`src/rtl/warp_fetch_scheduler.sv`:
```
// Round-robin warp fetch scheduler: per-warp PC/mask/state; one registered fetch per cycle.
// Launch/update reach fe_* two edges later; fe_* and the pointer hold while fe_valid_o && !ic_ready_i.
module warp_fetch_scheduler #(
   parameter int NumWarps  = 8,
   parameter int WarpWidth = 32,
   parameter int PcWidth   = 32,
   parameter int WidWidth  = $clog2(NumWarps)
) (
   input  logic                 clk_i,
   input  logic                 rst_i,
   input  logic                 start_valid_i,
   output logic                 start_ready_o,
   input  logic [PcWidth-1:0]   start_pc_i,
   input  logic [WarpWidth-1:0] start_act_mask_i,
   output logic [WidWidth-1:0]  start_warp_id_o,
   input  logic                 ic_ready_i,
   output logic                 fe_valid_o,
   output logic [PcWidth-1:0]   fe_pc_o,
   output logic [WarpWidth-1:0] fe_act_mask_o,
   output logic [WidWidth-1:0]  fe_warp_id_o,
   input  logic                 upd_valid_i,
   input  logic [WidWidth-1:0]  upd_warp_id_i,
   input  logic [PcWidth-1:0]   upd_pc_i,
   input  logic [WarpWidth-1:0] upd_act_mask_i,
   input  logic                 upd_done_i,
   output logic [NumWarps-1:0]  warp_active_o
);
   localparam int IdxWidth = WidWidth + 1;

   typedef enum logic [1:0] {ST_IDLE, ST_READY, ST_INFL} state_t;

   state_t               r_state [NumWarps];
   logic [PcWidth-1:0]   r_pc    [NumWarps];
   logic [WarpWidth-1:0] r_mask  [NumWarps];
   logic [WidWidth-1:0]  r_ptr;

   logic                 r_fe_vld;
   logic [PcWidth-1:0]   r_fe_pc;
   logic [WarpWidth-1:0] r_fe_mask;
   logic [WidWidth-1:0]  r_fe_wid;

   state_t               w_state_nxt [NumWarps];
   logic [PcWidth-1:0]   w_pc_nxt    [NumWarps];
   logic [WarpWidth-1:0] w_mask_nxt  [NumWarps];
   logic                 w_any_idle;
   logic [WidWidth-1:0]  w_start_wid;
   logic                 w_gnt_vld;
   logic [WidWidth-1:0]  w_gnt_wid;
   logic [IdxWidth-1:0]  w_idx;
   logic [WidWidth-1:0]  w_ptr_nxt;
   logic                 w_load;

   assign w_load = !r_fe_vld || ic_ready_i;

   // Round-robin search over READY warps starting at r_ptr.
   always_comb begin
      w_gnt_vld = 1'b0;
      w_gnt_wid = '0;
      w_idx     = '0;
      for (int i = 0; i < NumWarps; i++) begin
         w_idx = {1'b0, r_ptr} + IdxWidth'(i);
         if (w_idx >= IdxWidth'(NumWarps)) begin
            w_idx = w_idx - IdxWidth'(NumWarps);
         end
         if (!w_gnt_vld && r_state[w_idx[WidWidth-1:0]] == ST_READY) begin
            w_gnt_vld = 1'b1;
            w_gnt_wid = w_idx[WidWidth-1:0];
         end
      end
      w_ptr_nxt = (w_gnt_wid == WidWidth'(NumWarps - 1)) ? '0 : w_gnt_wid + 1'b1;
   end

   // Warp state register.
   always_ff @(posedge clk_i or posedge rst_i) begin
      if (rst_i) begin
         for (int w = 0; w < NumWarps; w++) begin
            r_state[w] <= ST_IDLE;
            r_pc[w]    <= '0;
            r_mask[w]  <= '0;
         end
         r_ptr <= '0;
      end else begin
         for (int w = 0; w < NumWarps; w++) begin
            r_state[w] <= w_state_nxt[w];
            r_pc[w]    <= w_pc_nxt[w];
            r_mask[w]  <= w_mask_nxt[w];
         end
         if (w_load && w_gnt_vld) begin
            r_ptr <= w_ptr_nxt;
         end
      end
   end

   // Next state: launch targets an IDLE warp, grant a READY one, update an IN_FLIGHT one.
   always_comb begin
      for (int w = 0; w < NumWarps; w++) begin
         w_state_nxt[w] = r_state[w];
         w_pc_nxt[w]    = r_pc[w];
         w_mask_nxt[w]  = r_mask[w];
      end
      if (start_valid_i && w_any_idle && start_act_mask_i != '0) begin
         w_state_nxt[w_start_wid] = ST_READY;
         w_pc_nxt[w_start_wid]    = start_pc_i;
         w_mask_nxt[w_start_wid]  = start_act_mask_i;
      end
      if (w_load && w_gnt_vld) begin
         w_state_nxt[w_gnt_wid] = ST_INFL;
      end
      if (upd_valid_i && r_state[upd_warp_id_i] == ST_INFL) begin
         if (upd_done_i || upd_act_mask_i == '0) begin
            w_state_nxt[upd_warp_id_i] = ST_IDLE;
         end else begin
            w_state_nxt[upd_warp_id_i] = ST_READY;
            w_pc_nxt[upd_warp_id_i]    = upd_pc_i;
            w_mask_nxt[upd_warp_id_i]  = upd_act_mask_i;
         end
      end
   end

   // Outputs decoded from warp state.
   always_comb begin
      w_any_idle  = 1'b0;
      w_start_wid = '0;
      for (int w = NumWarps - 1; w >= 0; w--) begin
         warp_active_o[w] = (r_state[w] != ST_IDLE);
         if (r_state[w] == ST_IDLE) begin
            w_any_idle  = 1'b1;
            w_start_wid = WidWidth'(w);
         end
      end
   end

   assign start_ready_o   = w_any_idle;
   assign start_warp_id_o = w_start_wid;

   always_ff @(posedge clk_i or posedge rst_i) begin
      if (rst_i) begin
         r_fe_vld  <= 1'b0;
         r_fe_pc   <= '0;
         r_fe_mask <= '0;
         r_fe_wid  <= '0;
      end else if (w_load) begin
         r_fe_vld <= w_gnt_vld;
         if (w_gnt_vld) begin
            r_fe_pc   <= r_pc[w_gnt_wid];
            r_fe_mask <= r_mask[w_gnt_wid];
            r_fe_wid  <= w_gnt_wid;
         end
      end
   end

   assign fe_valid_o    = r_fe_vld;
   assign fe_pc_o       = r_fe_pc;
   assign fe_act_mask_o = r_fe_mask;
   assign fe_warp_id_o  = r_fe_wid;

endmodule
```
`config.mk`:
```
export PLATFORM = sky130hd
export DESIGN_NAME = warp_fetch_scheduler
export DESIGN_NICKNAME = d
export VERILOG_FILES = /design/src/rtl/warp_fetch_scheduler.sv
export SDC_FILE = /design/constraint.sdc
export NUM_CORES = 2
export LEC_CHECK = 0
export CAP_MARGIN = 20
export CORE_MARGIN = 2
export CORE_UTILIZATION = 51
export DETAILED_ROUTE_END_ITERATION = 10
export GPL_TIMING_DRIVEN = 0
export MAX_ROUTING_LAYER = met4
export PLACE_DENSITY_LB_ADDON = 0.2
export SLEW_MARGIN = 20
export SYNTH_ARGS = -nofsm -noshare
export SYNTH_HDL_FRONTEND = slang
export SYNTH_SLANG_ARGS = --single-unit
```
`constraint.sdc`:
```
create_clock -name clk_i -period 61.7 [get_ports clk_i]
set_clock_uncertainty 0.05 [all_clocks]
set_input_delay 12.34 -clock clk_i [delete_from_list [all_inputs] [get_ports clk_i]]
set_output_delay 12.34 -clock clk_i [all_outputs]
set_load 0.03 [all_outputs]
```
==> Word level (Yosys, flattened, before mapping) <==
Cells that the tools add are included.
{ "word_totals": {"ff_bits": 599, "input_bits": 137, "output_inout_bits": 80, "elab_cells": 240} }
{ "classes": {"n_addsub": 16, "magnitude_cmp": 22, "n_eq_ne": 10, "n_mux": 98, "bitwise": 22, "n_reduce_logical": 43} }
{ "op_table": {"columns": ["cell", "count"], "rows": [
  ["2-to-1 mux 256 bit", 6],
  ["bitwise mux 256 bit", 4],
  ["binary-select mux 32 bit (select 3 bit)", 2],
  ["demux 32 bit (select 3 bit)", 2],
  ["2-to-1 mux 32 bit", 6],
  ["2-to-1 mux 3 bit", 25],
  [">= comparator 4 bit, second input constant", 18],
  ["2-to-1 mux 16 bit", 4],
  ["binary-select mux 2 bit (select 3 bit)", 9],
  ["inverter 3 -> 4 bit", 11],
  ["2-to-1 mux 2 bit", 21],
  ["zero test 32 bit", 1],
  ["nonzero test 32 bit", 1],
  ["bitwise AND 8 bit", 3],
  ["inverter 8 bit", 3],
  ["OR 8 bit", 3],
  ["subtractor 3 x 1 -> 3 bit, second input constant", 8],
  ["demux 2 bit (select 3 bit)", 3],
  ["adder 3 x 3 -> 4 bit, second input constant", 4],
  ["bitwise AND 16 bit", 1],
  ["equality test 2 x 1 -> 1 bit, second input constant", 8],
  ["zero test 2 bit", 8],
  ["2-to-1 mux 1 bit", 16],
  ["inverter 16 bit", 1],
  ["other kinds (12)", 43]
]} }

==> Depth between registers and ports, before layout <==
{ "logic_depth": {"depth_word": 40, "ltp_mapped": 17, "ltp_nobuf": 13} }

==> Least setup slack after synthesis <==
Ideal clock, no wire load.
{ "synth_path": {"kind": "input to register", "from": "in upd_warp_id_i[0]", "to": "reg r_pc[151] in the netlist's numbering", "setup_ns": 0.083, "arrival_time_ns": 14.778, "required_time_ns": 61.567, "setup_slack_ns": 46.789, "path_stages": 13, "n_path_buf": 4, "path_cell_list": "clkbuf_1 inv_1 mux4_2 o211ai_1 a21oi_1 nor3b_1 and2_1 nor2b_1 buf_2 clkbuf_1 buf_2 nand2_1 o21ai_0"} }
{ "synth_lines": {"columns": ["item", "line", "text"], "rows": [
  ["start: declaration", "22", "input logic [WidWidth-1:0] upd_warp_id_i,"],
  ["end signal: indexed assignment", "85", "r_pc[w] <= w_pc_nxt[w];"],
  ["end: declaration", "33", "logic [PcWidth-1:0] r_pc [NumWarps];"]
]} }

==> results.md <==
- Number of library cell types mapped by synthesis: 63
- Post-route ant nets: 0
- Drt pass-1 iters: 7
- Full die area: 67400 um^2
- Post-CTS Setup Repair Bufs: 0
- Maximum root-to-sink buffer count: 3
- Via count: 30800
- CP Class: in -> reg
- Worst slew pin tran: 1220 ps
- Fin crit share: 26.2%
- Final Net Count: 4150
- GR Layer Usage met3: 8.85%
- Outcome: finished, final reports clean
- Post-Route WL: 121 mm
- Global Route Usage Sum: 36.5%
- Worst-Skew Late Latency: 630 ps
- First-pass GRT wire length: 182 mm
- Reg clk slew, reported paths: 70 ps
- Syn nets: 3988
- Final Max Tran Viols: 0
- Chip Height: 260 um
- Initial Util: 51.6%
- Detail Placement HPWL: 83.2 mm
- Data arrival, critical path: 16590 ps
- GR Overflow Total: 0
- Async set-reset flop share out of synthesis: 100%
- Most used cell, CP: clkbuf_1
- Post-CTS Resized: 0
- # setup viols final: 0
- Slowest CP cell: buf_1
- Post-cts hold buffer count: 0
- Critical Path RT: 62120 ps
- Min cycle time layout: 16170 ps
- Slowest stage delay, CP: 860 ps
- Sequential share of the synthesized area: 45.0%
- # fillers: 5930
- Layout cells sized above 1: 6.77%
- Seq cells post-synth: 599
- Root Buffer: clkbuf_16
- Hold Fails Final Rpt: 0
- Post-synth EDFFs: 0
- Layout Utilization: 58.9%
- CTS tree: built
- Crit-path leading delay family: buffers and inverters
- Final instance area: 38000 um^2
- Initial antenna violation count: 15
- Mapped Area: 33300 um^2
- Synth warn: 0
- Global-route met2 utilization: 53.7%
- Met1 usage: 47.1%
- HP Class: reg -> reg
- Vias in the first global route: 29700
- IO Port Bufs: 85
- Mapped Cells: 3848
- Setup TNS: 0 ps
- Post-Syn Area per Cell: 8.67 um^2
- Area share of the leading cell type in the synthesized netlist: 45.0%
- GR peak layer: met2
- Site Rows: 93
- Layout area overhead: 14.0%
- Die width: 260 um
- CP Cell Sequence: clkbuf_1, nor4_1, nand4_1, o21ai_0, or3_1, clkbuf_1, clkbuf_2, buf_1, mux2i_1, a21oi_1
- Yosys top cell by area: dfrtp_1
- Critical Path Start Type: primary input
- Post-Place Cell Area: 35500 um^2
- Fmax achieved: 61.8 MHz
- Total of max-cap violations: 0
- WL/cell: 24.5 um
- RSZ-0062 raised after global routing: false
- Routability cong.: 0.968
- H-tree levels: 3
- Most used DFF post-synth: dfrtp_1
- Top cells by area, synth: dfrtp_1, mux2i_1, nand2_1
- Core area: 64600 um^2
- DRT iter0 DRCs: 3692
- Buffer and inverter count on the worst path: 4
- CP Capture Type: flop
- Slew margin rel.: 18.8%
- Largest net degree at the start of global routing: 104
- Clock sink total: 599
- Post-DR vias/cell: 6.24
- Boundary Pins: 217
- Remaining DRCs: 0
- Cts bufs inserted: 68
- Critical Path Fanout Max: 10
-- cells by family after synthesis --
logic type / synth area share, %
adder cells (fa/ha/maj): 0.113
AO/OA/AOI/OAI: 13.7
AND/OR/NAND/NOR: 18.9
buffers and inverters: 5.90
XOR/XNOR: 0.0788
multiplexers: 16.4
flip-flops: 45.0
-- registers in the layout, summed over array words and instances (netlist names) --
name           count
fe_act_mask_o     32
fe_pc_o           32
fe_valid_o         1
fe_warp_id_o       3
r_mask           256
r_pc             256
r_ptr              3
r_state           16
-- final timing paths --
check	startpoint	end	cells after the start	slack, ps
worst max-delay path	start_act_mask_i[24]	r_pc[196]	10	45530
worst min-delay path	fe_warp_id_o[1]	fe_warp_id_o[1]	1	440
worst max register to register	r_ptr[0]	fe_act_mask_o[4]	15	55970
worst min register to register	fe_warp_id_o[1]	fe_warp_id_o[1]	1	440
max in group asynchronous	rst_i	r_mask[81]	5	47620
min in group asynchronous	rst_i	r_pc[88]	2	12160
-- cell usage after synthesis (4+ instances only) --
library cell    n
and2_1          6
a21oi_1       200
nand3_1        71
o21ai_0       332
nand4_1       136
nor4_1         18
clkbuf_2       12
nor2b_1        15
nand2_1       981
or2_2           6
clkbuf_1      233
and3_1          6
a22oi_1        64
buf_2          74
buf_6          19
buf_1          83
buf_4          10
a31oi_1        67
dfrtp_1       599
nor3_1          6
nor2_1        221
a32o_1         64
o22ai_1         4
mux4_2          7
o21ai_1         4
mux2i_1       525
nand2b_1        5
inv_1          13
or4bb_1         4
-- routing by layer --
metal	vias to the layer above	wire length (um)	part of all wire, %
li1	13700	-	-
met1	15200	48800	40
met2	1588	53800	45
met3	349	11900	9.9
met4	0	6340	5.2
met5	-	0	0
-- cells in the final DEF (no fill, tap or decap), types with 64 or more instances in the layout --
cell,instances
clkbuf_1,235
a22oi_1,64
a32o_1,64
dfrtp_1,599
o21ai_0,332
nand4_1,136
mux2i_1,525
a31oi_1,67
nand3_1,71
clkbuf_16,71
buf_1,83
nor2_1,221
clkdlybuf4s50_1,85
a21oi_1,200
buf_2,74
nand2_1,981
-- area by class of cell --
| cell class | instances | area (um^2) | share of cell area, % |
|---|---|---|---|
| multi-input cells | 2802 | 16400 | 43.1 |
| flip-flops and latches | 599 | 15000 | 39.4 |
| clock buffers | 88 | 1940 | 5.10 |
| plain buffers | 431 | 1910 | 5.03 |
| well taps | 855 | 1070 | 2.81 |
| repair buffers | 92 | 1040 | 2.74 |
| clock inverters | 36 | 548 | 1.44 |
| inverters | 16 | 67.6 | 0.178 |
| diodes | 17 | 42.5 | 0.112 |
-- through the flow --
step                cells  hold WS, ps  setup WS, ps
floorplan            3848          456         32540
global route         4933          479         45530
detailed placement   4795          434         45160
CTS                  4919          452         45810
finish               4936          443         45530
global placement     4788          426         24490
-- worst register-to-register path, delay by kind of cell (launching register included) --
kind | cells | cell delay (ps)
adder cells (fa/ha/maj) | 1 | 330
AND/OR/NAND/NOR | 7 | 2190
buffers and inverters | 5 | 2250
AO/OA/AOI/OAI | 2 | 340
flip-flops | 1 | 510
Power is left out: the tool's default activity adds up to more than one toggle a clock period on the data nets, which glitch-free logic cannot reach.
